## config.mk

```make
export PLATFORM = sky130hd
export DESIGN_NAME = stack_access_unit
export DESIGN_NICKNAME = d
export VERILOG_FILES = /design/src/rtl/stack_seq_pkg.sv /design/src/rtl/stack_pointer_reg.sv /design/src/rtl/stack_access_unit.sv
export SDC_FILE = /design/constraint.sdc
export NUM_CORES = 1
export LEC_CHECK = 0
export ABC_AREA = 0
export CAP_MARGIN = 0
export CORE_MARGIN = 8
export CORE_UTILIZATION = 49
export DETAILED_ROUTE_END_ITERATION = 10
export GPL_TIMING_DRIVEN = 0
export MAX_ROUTING_LAYER = met4
export PLACE_DENSITY = 0.93
export SLEW_MARGIN = 15
export SYNTH_ARGS = -nofsm -noshare
export SYNTH_HDL_FRONTEND = slang
export SYNTH_SLANG_ARGS = --single-unit
```

## constraint.sdc

```tcl
create_clock -name clk -period 3.9 [get_ports clk]
set_clock_uncertainty 0.1 [all_clocks]
set_input_delay 1.17 -clock clk [delete_from_list [all_inputs] [get_ports clk]]
set_output_delay 1.17 -clock clk [all_outputs]
set_load 0.05 [all_outputs]
```

## src/rtl/stack_seq_pkg.sv

```systemverilog
// Shared encodings for the stack-sequencing FSM interface and the
// read-tag record that tracks an in-flight pop through memory latency.
package stack_seq_pkg;

  typedef enum logic [1:0] {
    PH_IDLE  = 2'b00,
    PH_PCL   = 2'b01,
    PH_PCH   = 2'b10,
    PH_FLAGS = 2'b11
  } phase_e;

  typedef enum logic [1:0] {
    OP_NONE = 2'b00,
    OP_PUSH = 2'b10,
    OP_POP  = 2'b11
  } op_e;

  localparam int unsigned DEF_ADDR_W = 12;
  localparam logic [11:0] SP_INIT    = 12'hFFF;

  typedef struct packed {
    logic       valid;
    logic [1:0] slot;
    logic       last;
    logic       single;
  } rd_tag_t;

  // Saturates at 3 so an over-long sequence never aliases back onto slot 0.
  function automatic logic [1:0] next_slot(input logic [1:0] k);
    return (k == 2'd3) ? 2'd3 : k + 2'd1;
  endfunction

endpackage

```

## src/rtl/stack_pointer_reg.sv

```systemverilog
// Stack pointer with post-decrement push / pre-increment pop, modulo wrap,
// and sticky overflow/underflow flags.
module stack_pointer_reg #(
  parameter int                ADDR_W  = 12,
  parameter logic [ADDR_W-1:0] SP_INIT = {ADDR_W{1'b1}}
) (
  input  logic              clk,
  input  logic              rst,
  input  logic              inc,
  input  logic              dec,
  output logic [ADDR_W-1:0] sp,
  output logic              err_ovf,
  output logic              err_udf
);

  // SP update and sticky wrap detection
  always_ff @(posedge clk) begin
    if (rst) begin
      sp      <= SP_INIT;
      err_ovf <= 1'b0;
      err_udf <= 1'b0;
    end else if (inc) begin
      sp <= sp + ADDR_W'(1'b1);
      if (sp == SP_INIT) begin
        err_udf <= 1'b1;
      end
    end else if (dec) begin
      sp <= sp - ADDR_W'(1'b1);
      if (sp == {ADDR_W{1'b0}}) begin
        err_ovf <= 1'b1;
      end
    end
  end

endmodule

```

## src/rtl/stack_access_unit.sv

```systemverilog
// Memory-stage stack access: drives push/pop beats to data memory, owns SP,
// and reassembles popped PC/flags/register words into one-cycle load pulses.
module stack_access_unit #(
  parameter int                ADDR_W  = 12,
  parameter int                DATA_W  = 16,
  parameter int                PC_W    = 32,
  parameter int                FLAG_W  = 3,
  parameter logic [ADDR_W-1:0] SP_INIT = {ADDR_W{1'b1}}
) (
  input  logic              clk,
  input  logic              rst,
  input  logic [1:0]        phase,
  input  logic [1:0]        stack_op,
  input  logic [PC_W-1:0]   pc_in,
  input  logic [FLAG_W-1:0] flags_in,
  input  logic [DATA_W-1:0] reg_wdata,
  input  logic [DATA_W-1:0] mem_rdata,
  output logic [ADDR_W-1:0] mem_addr,
  output logic [DATA_W-1:0] mem_wdata,
  output logic              mem_we,
  output logic              mem_re,
  output logic [ADDR_W-1:0] sp_out,
  output logic [PC_W-1:0]   pc_out,
  output logic              pc_load,
  output logic [FLAG_W-1:0] flags_out,
  output logic              flags_load,
  output logic [DATA_W-1:0] reg_rdata,
  output logic              reg_load,
  output logic              err_ovf,
  output logic              err_udf
);
  import stack_seq_pkg::*;

  logic [1:0]        prev_phase_r;
  logic [1:0]        slot_r;
  logic              with_flags_r;
  logic              block_r;
  logic [1:0]        cur_slot_s;
  logic              cur_wf_s;
  logic              seq_s;
  logic              single_s;
  logic              start_s;
  logic              push_s;
  logic              pop_s;
  logic              last_s;
  logic [DATA_W-1:0] pc_lo_r;
  logic [DATA_W-1:0] pc_hi_r;
  rd_tag_t           rd_r;

  stack_pointer_reg #(
    .ADDR_W  (ADDR_W),
    .SP_INIT (SP_INIT)
  ) u_sp (
    .clk     (clk),
    .rst     (rst),
    .inc     (pop_s),
    .dec     (push_s),
    .sp      (sp_out),
    .err_ovf (err_ovf),
    .err_udf (err_udf)
  );

  // Beat decode: a sequence aborted by reset stays blocked until phase is idle
  always_comb begin
    seq_s    = !rst && !block_r && (phase != PH_IDLE);
    single_s = !rst && (phase == PH_IDLE);
    start_s  = seq_s && (prev_phase_r == PH_IDLE);
    if (start_s) begin
      cur_slot_s = 2'd0;
      cur_wf_s   = (phase == PH_FLAGS);
    end else begin
      cur_slot_s = slot_r;
      cur_wf_s   = with_flags_r;
    end
    push_s = (seq_s || single_s) && (stack_op == OP_PUSH);
    pop_s  = (seq_s || single_s) && (stack_op == OP_POP);
    last_s = seq_s && (cur_wf_s ? (cur_slot_s == 2'd2) : (cur_slot_s == 2'd1));
  end

  // Memory address, strobes and write data for the current beat
  always_comb begin
    mem_we    = push_s;
    mem_re    = pop_s;
    mem_wdata = {DATA_W{1'b0}};
    if (pop_s) begin
      mem_addr = sp_out + ADDR_W'(1'b1);
    end else if (push_s) begin
      mem_addr = sp_out;
    end else begin
      mem_addr = {ADDR_W{1'b0}};
    end
    if (push_s) begin
      case (phase)
        PH_FLAGS: mem_wdata = {{(DATA_W-FLAG_W){1'b0}}, flags_in};
        PH_PCH:   mem_wdata = pc_in[PC_W-1:DATA_W];
        PH_PCL:   mem_wdata = pc_in[DATA_W-1:0];
        default:  mem_wdata = reg_wdata;
      endcase
    end else begin
      mem_wdata = {DATA_W{1'b0}};
    end
  end

  // Sequence tracking: previous phase, slot counter, with_flags, reset block
  always_ff @(posedge clk) begin
    if (rst) begin
      prev_phase_r <= PH_IDLE;
      slot_r       <= 2'd0;
      with_flags_r <= 1'b0;
      block_r      <= 1'b1;
    end else begin
      prev_phase_r <= phase;
      if (phase == PH_IDLE) begin
        block_r      <= 1'b0;
        slot_r       <= 2'd0;
        with_flags_r <= 1'b0;
      end else if (seq_s) begin
        slot_r       <= next_slot(cur_slot_s);
        with_flags_r <= cur_wf_s;
      end
    end
  end

  // Read-tag pipeline and capture of returning data into load pulses
  always_ff @(posedge clk) begin
    if (rst) begin
      rd_r.valid  <= 1'b0;
      rd_r.slot   <= 2'd0;
      rd_r.last   <= 1'b0;
      rd_r.single <= 1'b0;
      pc_lo_r     <= {DATA_W{1'b0}};
      pc_hi_r     <= {DATA_W{1'b0}};
      pc_out      <= {PC_W{1'b0}};
      flags_out   <= {FLAG_W{1'b0}};
      reg_rdata   <= {DATA_W{1'b0}};
      pc_load     <= 1'b0;
      flags_load  <= 1'b0;
      reg_load    <= 1'b0;
    end else begin
      rd_r.valid  <= pop_s;
      rd_r.slot   <= cur_slot_s;
      rd_r.last   <= last_s;
      rd_r.single <= single_s;
      pc_load     <= 1'b0;
      flags_load  <= 1'b0;
      reg_load    <= 1'b0;
      if (rd_r.valid) begin
        if (rd_r.single) begin
          reg_rdata <= mem_rdata;
          reg_load  <= 1'b1;
        end else begin
          // PC halves are staged so pc_out only changes together with pc_load
          case (rd_r.slot)
            2'd0: pc_lo_r <= mem_rdata;
            2'd1: begin
              if (rd_r.last) begin
                pc_out  <= {mem_rdata, pc_lo_r};
                pc_load <= 1'b1;
              end else begin
                pc_hi_r <= mem_rdata;
              end
            end
            2'd2: begin
              if (rd_r.last) begin
                pc_out     <= {pc_hi_r, pc_lo_r};
                flags_out  <= mem_rdata[FLAG_W-1:0];
                pc_load    <= 1'b1;
                flags_load <= 1'b1;
              end
            end
            default: ;
          endcase
        end
      end
    end
  end

endmodule

```

==> flow_summary_export.csv, run 1 <==
group,metric,value,unit
clock_network,cts-root-buf,"clkbuf_8",
die,io_pins,171,
power_and_ir_drop,peakVddDrop,211,uV
detailed_routing,vias_per_cell,5.41,
critical_path,rr_startpoint,"rd_r[2]$_SDFF_PP0_",
synthesis,syn_nets,698,
sta,setup_slack,34.2,ps
finish,diodes,0,
clock_network,numCtsBuffers,9,
critical_path,crit_required,2630,ps
critical_path,timing.rr.end,"pc_out[15]$_SDFFE_PP0P_",
critical_path,r2r_setup_slack,1670,ps
sta,setup_violations,0,
sta,finalCritPeriodShare,0.991,
clock_network,cts_tree,"built",
global_route,grt_first_pass_wirelength,25.2,mm
synthesis,synth_warnings,0,
global_route,gr-usage-all-layers,0.242,
sta,rsz0062_at_grt,"true",
clock_network,htree_levels,3,
place,placed_area,6840,um2
clock_network,ctsHoldBuffers,0,
finish,design_area,7060,um2
detailed_routing,antenna_left,0,
synthesis,yosysSeqAreaShare,0.448,
die,core,9820,um2
place,portBuffers,169,
worst_hold_path,hold_depth,2,
clock_network,path_clk_slew,110,ps
detailed_routing,wl_per_cell,17.4,um
synthesis,synth_cell_types,43,
detailed_routing,drc,0,
synthesis,ys_top_cells_by_area,"dfxtp_1, nand2_1, a21oi_1, mux2i_1, nor2_1",
finish,regArea,2220,um2
synthesis,synth-seq-cells,111,
die,num_rows,36,
synthesis,synth_edf_count,0,
critical_path,worst-setup-path-type,"in2out",
global_route,overflow,0,
die,die_height,117,um
place,pre_cts_slack,-1350,ps
critical_path,cp_max_fo,10,
power_and_ir_drop,powerDensity,320,nW/um2
synthesis,synth_common_cells,"nand2_1, dfxtp_1, a21oi_1, nor2_1, mux2i_1",
synthesis,synth_most_common_cell,"nand2_1",
finish,layout-area-overhead-vs-synth,42.4,%
critical_path,timing.critical_path.to_type,"output port",
sta,max_freq,259,MHz
place,hpwl,12.4,mm
detailed_routing,num_vias,5074,
sta,finalHoldViolCount,0,
detailed_routing,drt-total-wl,16.3,mm
power_and_ir_drop,p_leak,0.00258,uW
detailed_routing,drt-initial-drc-count,338,
synthesis,synth_top_area_frac,0.448,
clock_network,clockBufferDepth,2,
die,die_area,13600,um2
worst_hold_path,worstHoldStart,"pc_lo_r[3]$_SDFFE_PP0P_",
worst_hold_path,hold_path_class,"reg2reg",
sta,period_minus_slack,3870,ps
synthesis,synthArstFlopShare,0,
sta,slew-limit-headroom,0.327,
worst_hold_path,whs_endpoint,"pc_out[3]$_SDFFE_PP0P_",
synthesis,netlist_area,4960,um2
job,maxCapViolations,0,
synthesis,synthesis.instances,619,
global_route,grt_pass1_vias,5118,
sta,finalMaxSlewViolations,0,
critical_path,cp-start-kind,"input pin",
place,gp_congestion,0.873,
die,start_util,0.505,
synthesis,yosysTopAreaCell,"dfxtp_1",
finish,drive_gt1_frac,0.117,
detailed_routing,drtPass1Iterations,5,
global_route,grt_max_degree,21,
finish,multi_input_area,2600,um2
critical_path,critPathLaunch,"phase[1]",
clock_network,cts.sinks,111,
critical_path,cp_data_arrival_time,2600,ps
run_status,status,"complete, no violations",
synthesis,synthFlopType,"dfxtp_1",
global_route,grt_antenna_before_repair,0,
clock_network,insertion_delay,380,ps
die,die_width,117,um
finish,fill_cells,773,
synthesis,syn_avg_cell_area,8.01,um2
finish,nets,879,
sta,tightest_slew,1000,ps
critical_path,reg2reg_depth,10,
placed cells by master, fill, tap and decap left out, types with 2 or more instances in the layout:
cell type	instances
or3_1	2
mux4_2	3
nand2_1	139
mux2i_1	34
and4_1	2
dfxtp_1	111
nor2_1	64
ha_1	6
nand2b_1	10
xor2_1	10
nand4_1	3
xnor2_1	9
buf_6	5
and2_1	4
buf_2	13
or2_2	2
and3_1	3
dlygate4sd2_1	3
nor3b_1	3
buf_4	19
nor2b_1	5
nor3_1	7
buf_1	2
a31oi_1	2
clkbuf_4	6
nand3_1	4
nand3b_1	2
inv_8	3
clkdlybuf4s50_1	136
o21ai_0	5
clkbuf_2	3
clkbuf_1	25
a21oi_1	84
nor4_1	3
and2_2	3
a211oi_1	16
inv_1	6
o21bai_1	3
clkbuf_8	10
nor2_2	10
metrics by stage:
stage / setup TNS (ps) / utilization / total power (uW) / hold slack [ps] / instances
floorplan: 0 / - / 1380 / 332 / 619
global placement: -29740 / 0.697 / 1520 / 341 / 921
detailed placement: -31940 / 0.697 / 1530 / 345 / 921
CTS: 0 / 0.716 / 2250 / 359 / 937
global route: -5.34 / 0.719 / 2320 / 374 / 938
finish: 0 / 0.719 / 2260 / 358 / 938
metal layers:
| metal | vias up | global-route usage | routed length, um |
|---|---|---|---|
| li1 | 2435 | - | - |
| met5 | - | - | 0 |
| met3 | 37 | 0.0445 | 1050 |
| met1 | 2375 | 0.259 | 6210 |
| met4 | 0 | 0.0973 | 437 |
| met2 | 227 | 0.435 | 8600 |
report_power, final:
group	leakage, uW	internal, uW	switching [uW]
Clock	0.000110	313	422
Combinational	0.00158	158	200
Sequential	0.000897	1150	14.5
Total	0.00258	1620	637
kinds of logic (layout without fill, tap and decap cells):
group | count (synthesis) | count (layout) | share of synthesized area
buffers and inverters | 50 | 236 | 0.0424
and+or+nand+nor | 279 | 279 | 0.246
muxes | 37 | 37 | 0.0823
xor gates and xnor gates | 19 | 19 | 0.0336
adders and majority gates | 6 | 6 | 0.0151
DFF | 111 | 111 | 0.448
AOI/OAI and AO/OA | 117 | 117 | 0.132
flip-flops by register name (all words and copies together) (netlist names), 2 cells and up:
name          cells
slot_r            2
pc_lo_r          16
prev_phase_r      2
rd_r              5
reg_rdata        16
flags_out         3
pc_out           32
u_sp.sp          12
pc_hi_r          16
worst max-delay path by stage:
stage | to | cells after the start
after floorplan | mem_addr[11] | 5
after global placement | mem_wdata[5] | 7
after detailed placement | mem_wdata[5] | 7
after CTS | mem_addr[0] | 5
after global routing | mem_addr[1] | 6
final | mem_addr[1] | 6
critical path, stage by stage:
cell           delay (ps)
dlygate4sd2_1         300
o21ai_2               200
nand3b_2              240
buf_2                 270
nor2_1                150
clkbuf_4              260
what timing repair did:
item,4_1_cts,5_1_grt
endpoints found under the setup margin,30,24
setup buffers,0,1
pin swaps,0,1
resized for setup,191,12
final cells by class:
class / count / share of cell area
clock inverter: 7 / 0.0122
sequential: 111 / 0.315
buffer: 44 / 0.0319
tap: 133 / 0.0236
inverter: 6 / 0.00319
multi-input combinational: 458 / 0.368
timing repair buffer: 170 / 0.229
clock buffer: 9 / 0.0176
Power figures use the tool's default switching activity.
==> run 2, diff against run 1 <==
--- a/config.mk
+++ b/config.mk
@@ -13,6 +13,7 @@
 export GPL_TIMING_DRIVEN = 0
 export MAX_ROUTING_LAYER = met4
 export PLACE_DENSITY = 0.93
+export RECOVER_POWER = 25
 export SLEW_MARGIN = 15
 export SYNTH_ARGS = -nofsm -noshare
 export SYNTH_HDL_FRONTEND = slang
==> run 2 against run 1 <==
Effect of this change:
- critical path type unchanged
- critical endpoint unchanged
- largest power group unchanged
- sequential share of layout area barely moved
- critical path depth did not move
- largest cell class unchanged
- clock power is essentially flat
==> flow_summary_export.csv, run 2 (synthesis gave the netlist of run 1 again) <==
group,metric,value,unit
run_status,status,"complete, no violations",
finish,most-common-layout-cells,"nand2_1, clkdlybuf4s50_1, dfxtp_1",
finish,layout_commonest_cell,"nand2_1",
clock_network,numCtsBuffers,9,
clock_network,clockBufferDepth,2,
detailed_routing,vias_per_cell,5.44,
die,start_util,0.505,
finish,nets,879,
sta,finalCritPeriodShare,0.993,
detailed_routing,antenna_left,0,
global_route,gr-usage-all-layers,0.242,
sta,period_minus_slack,3870,ps
global_route,grt_pass1_vias,5118,
worst_hold_path,hold_path_class,"reg2reg",
detailed_routing,drt-initial-drc-count,326,
place,hpwl,12.4,mm
place,gp_congestion,0.873,
finish,drive_gt1_frac,0.113,
critical_path,timing.critical_path.to_type,"output port",
sta,whs,359,ps
power_and_ir_drop,comb_power_share,0.159,
place,placed_area,6840,um2
clock_network,cts_tree,"built",
detailed_routing,drc,0,
critical_path,timing.rr.end,"pc_out[8]$_SDFFE_PP0P_",
global_route,grt_antenna_before_repair,0,
critical_path,cp_max_fo,10,
sta,rsz0062_at_grt,"true",
critical_path,r2r_setup_slack,1360,ps
finish,layout-area-overhead-vs-synth,42.3,%
finish,largest_register_ff_count,32,
global_route,grt_max_degree,21,
die,io_pins,171,
die,die_area,13600,um2
sta,slew-limit-headroom,0.325,
die,core,9820,um2
critical_path,reg2reg_depth,10,
power_and_ir_drop,powerDensity,319,nW/um2
clock_network,cts-root-buf,"clkbuf_8",
power_and_ir_drop,p_leak,0.00257,uW
finish,design_area,7050,um2
sta,setup_slack,25.4,ps
sta,max_freq,258,MHz
die,die_height,117,um
global_route,overflow,0,
clock_network,insertion_delay,370,ps
detailed_routing,num_vias,5100,
clock_network,htree_levels,3,
place,pre_cts_slack,-1350,ps
detailed_routing,drtPass1Iterations,5,
power_and_ir_drop,switchingPower,634,uW
critical_path,crit_end,"mem_addr[1]",
critical_path,slowest_stage,"dlygate4sd2_1",
sta,setup_violations,0,
critical_path,path_cells,"dlygate4sd2_1 -> o21ai_2 -> nand3b_2 -> buf_2 -> nor2_1 -> clkbuf_4",
critical_path,worst-setup-path-type,"in2out",
global_route,grt_first_pass_wirelength,25.2,mm
clock_network,cts.sinks,111,
place,portBuffers,169,
critical_path,crit_required,2630,ps
job,maxCapViolations,0,
power_and_ir_drop,seqPwrFrac,0.516,
clock_network,path_clk_slew,100,ps
critical_path,max_stage_delay,300,ps
power_and_ir_drop,intPower,1620,uW
power_and_ir_drop,swShare,0.282,
power_and_ir_drop,peakVddDrop,211,uV
worst_hold_path,hold_depth,2,
power_and_ir_drop,clockPowerShare,0.325,
detailed_routing,wl_per_cell,17.4,um
critical_path,cp_data_arrival_time,2600,ps
detailed_routing,drt-total-wl,16.3,mm
finish,diodes,0,
finish,largest-register,"pc_out",
die,num_rows,36,
critical_path,critPathLaunch,"phase[1]",
sta,finalHoldViolCount,0,
sta,tightest_slew,1000,ps
critical_path,rr_startpoint,"rd_r[2]$_SDFF_PP0_",
die,die_width,117,um
sta,finalMaxSlewViolations,0,
critical_path,cp-start-kind,"input pin",
==> run 2: cell types whose count changed in the layout (fill, tap and decap cells not counted), sizes merged <==
cell,before,now
clkbuf,44,47
buf,39,36
clkdlybuf4s50,136,135
dlygate4sd3,0,1
==> run 2: cell type report <==
| class | count | area (um2) |
|---|---|---|
| buffer | 44 | 221 |
| inverter | 6 | 22.5 |
| fill | 776 | 2770 |
| clock inverter | 7 | 86.3 |
| timing repair buffer | 170 | 1610 |
| multi-input combinational | 458 | 2600 |
| sequential | 111 | 2220 |
| clock buffer | 9 | 124 |
| tap | 133 | 166 |
==> run 2: worst min path at each step <==
stage                                   startpoint                 endpoint  slack [ps]
after detailed placement   pc_lo_r[8]$_SDFFE_PP0P_   pc_out[8]$_SDFFE_PP0P_         340
after CTS                  pc_lo_r[3]$_SDFFE_PP0P_   pc_out[3]$_SDFFE_PP0P_         360
after global routing       pc_lo_r[3]$_SDFFE_PP0P_   pc_out[3]$_SDFFE_PP0P_         370
final                     pc_lo_r[12]$_SDFFE_PP0P_  pc_out[12]$_SDFFE_PP0P_         360
after global placement    pc_lo_r[15]$_SDFFE_PP0P_  pc_out[15]$_SDFFE_PP0P_         340
after floorplan            pc_lo_r[0]$_SDFFE_PP0P_   pc_out[0]$_SDFFE_PP0P_         330
==> run 2: repair_timing <==
action	4_1_cts	5_1_grt
setup buffers	0	1
endpoints found under the setup margin	30	24
gates cloned	0	0
hold endpoints to repair	0	0
gates resized for setup	191	12
pin swaps	0	1
hold buffers	0	0
==> run 2: metal layers <==
layer	GRT usage	vias to the layer above	routed length (um)
met1	0.259	2404	6240
met4	0.0973	0	455
met5	-	-	0
met3	0.0445	44	1030
li1	-	2435	-
met2	0.435	217	8560
==> run 2: critical path: cells and delay by family <==
family,cells,cell delay (ps)
AO/OA/AOI/OAI,1,190
AND/OR/NAND/NOR,2,400
buffers and inverters,3,840
==> run 2: per-stage QoR <==
stage | setup TNS [ps] | util | total power (uW) | instances
after CTS | 0 | 0.716 | 2250 | 937
after detailed placement | -31940 | 0.697 | 1530 | 921
after global routing | -5.34 | 0.718 | 2320 | 938
after floorplan | 0 | - | 1380 | 619
after global placement | -29740 | 0.697 | 1520 | 921
final | 0 | 0.718 | 2250 | 938
==> run 2: power by group through the flow <==
stage               combinational (uW)  clock [uW]  sequential [uW]
finish                             358         733             1160
global route                       379         777             1160
CTS                                353         737             1160
detailed placement                 345           0             1190
global placement                   336           0             1190
floorplan                          171           0             1210
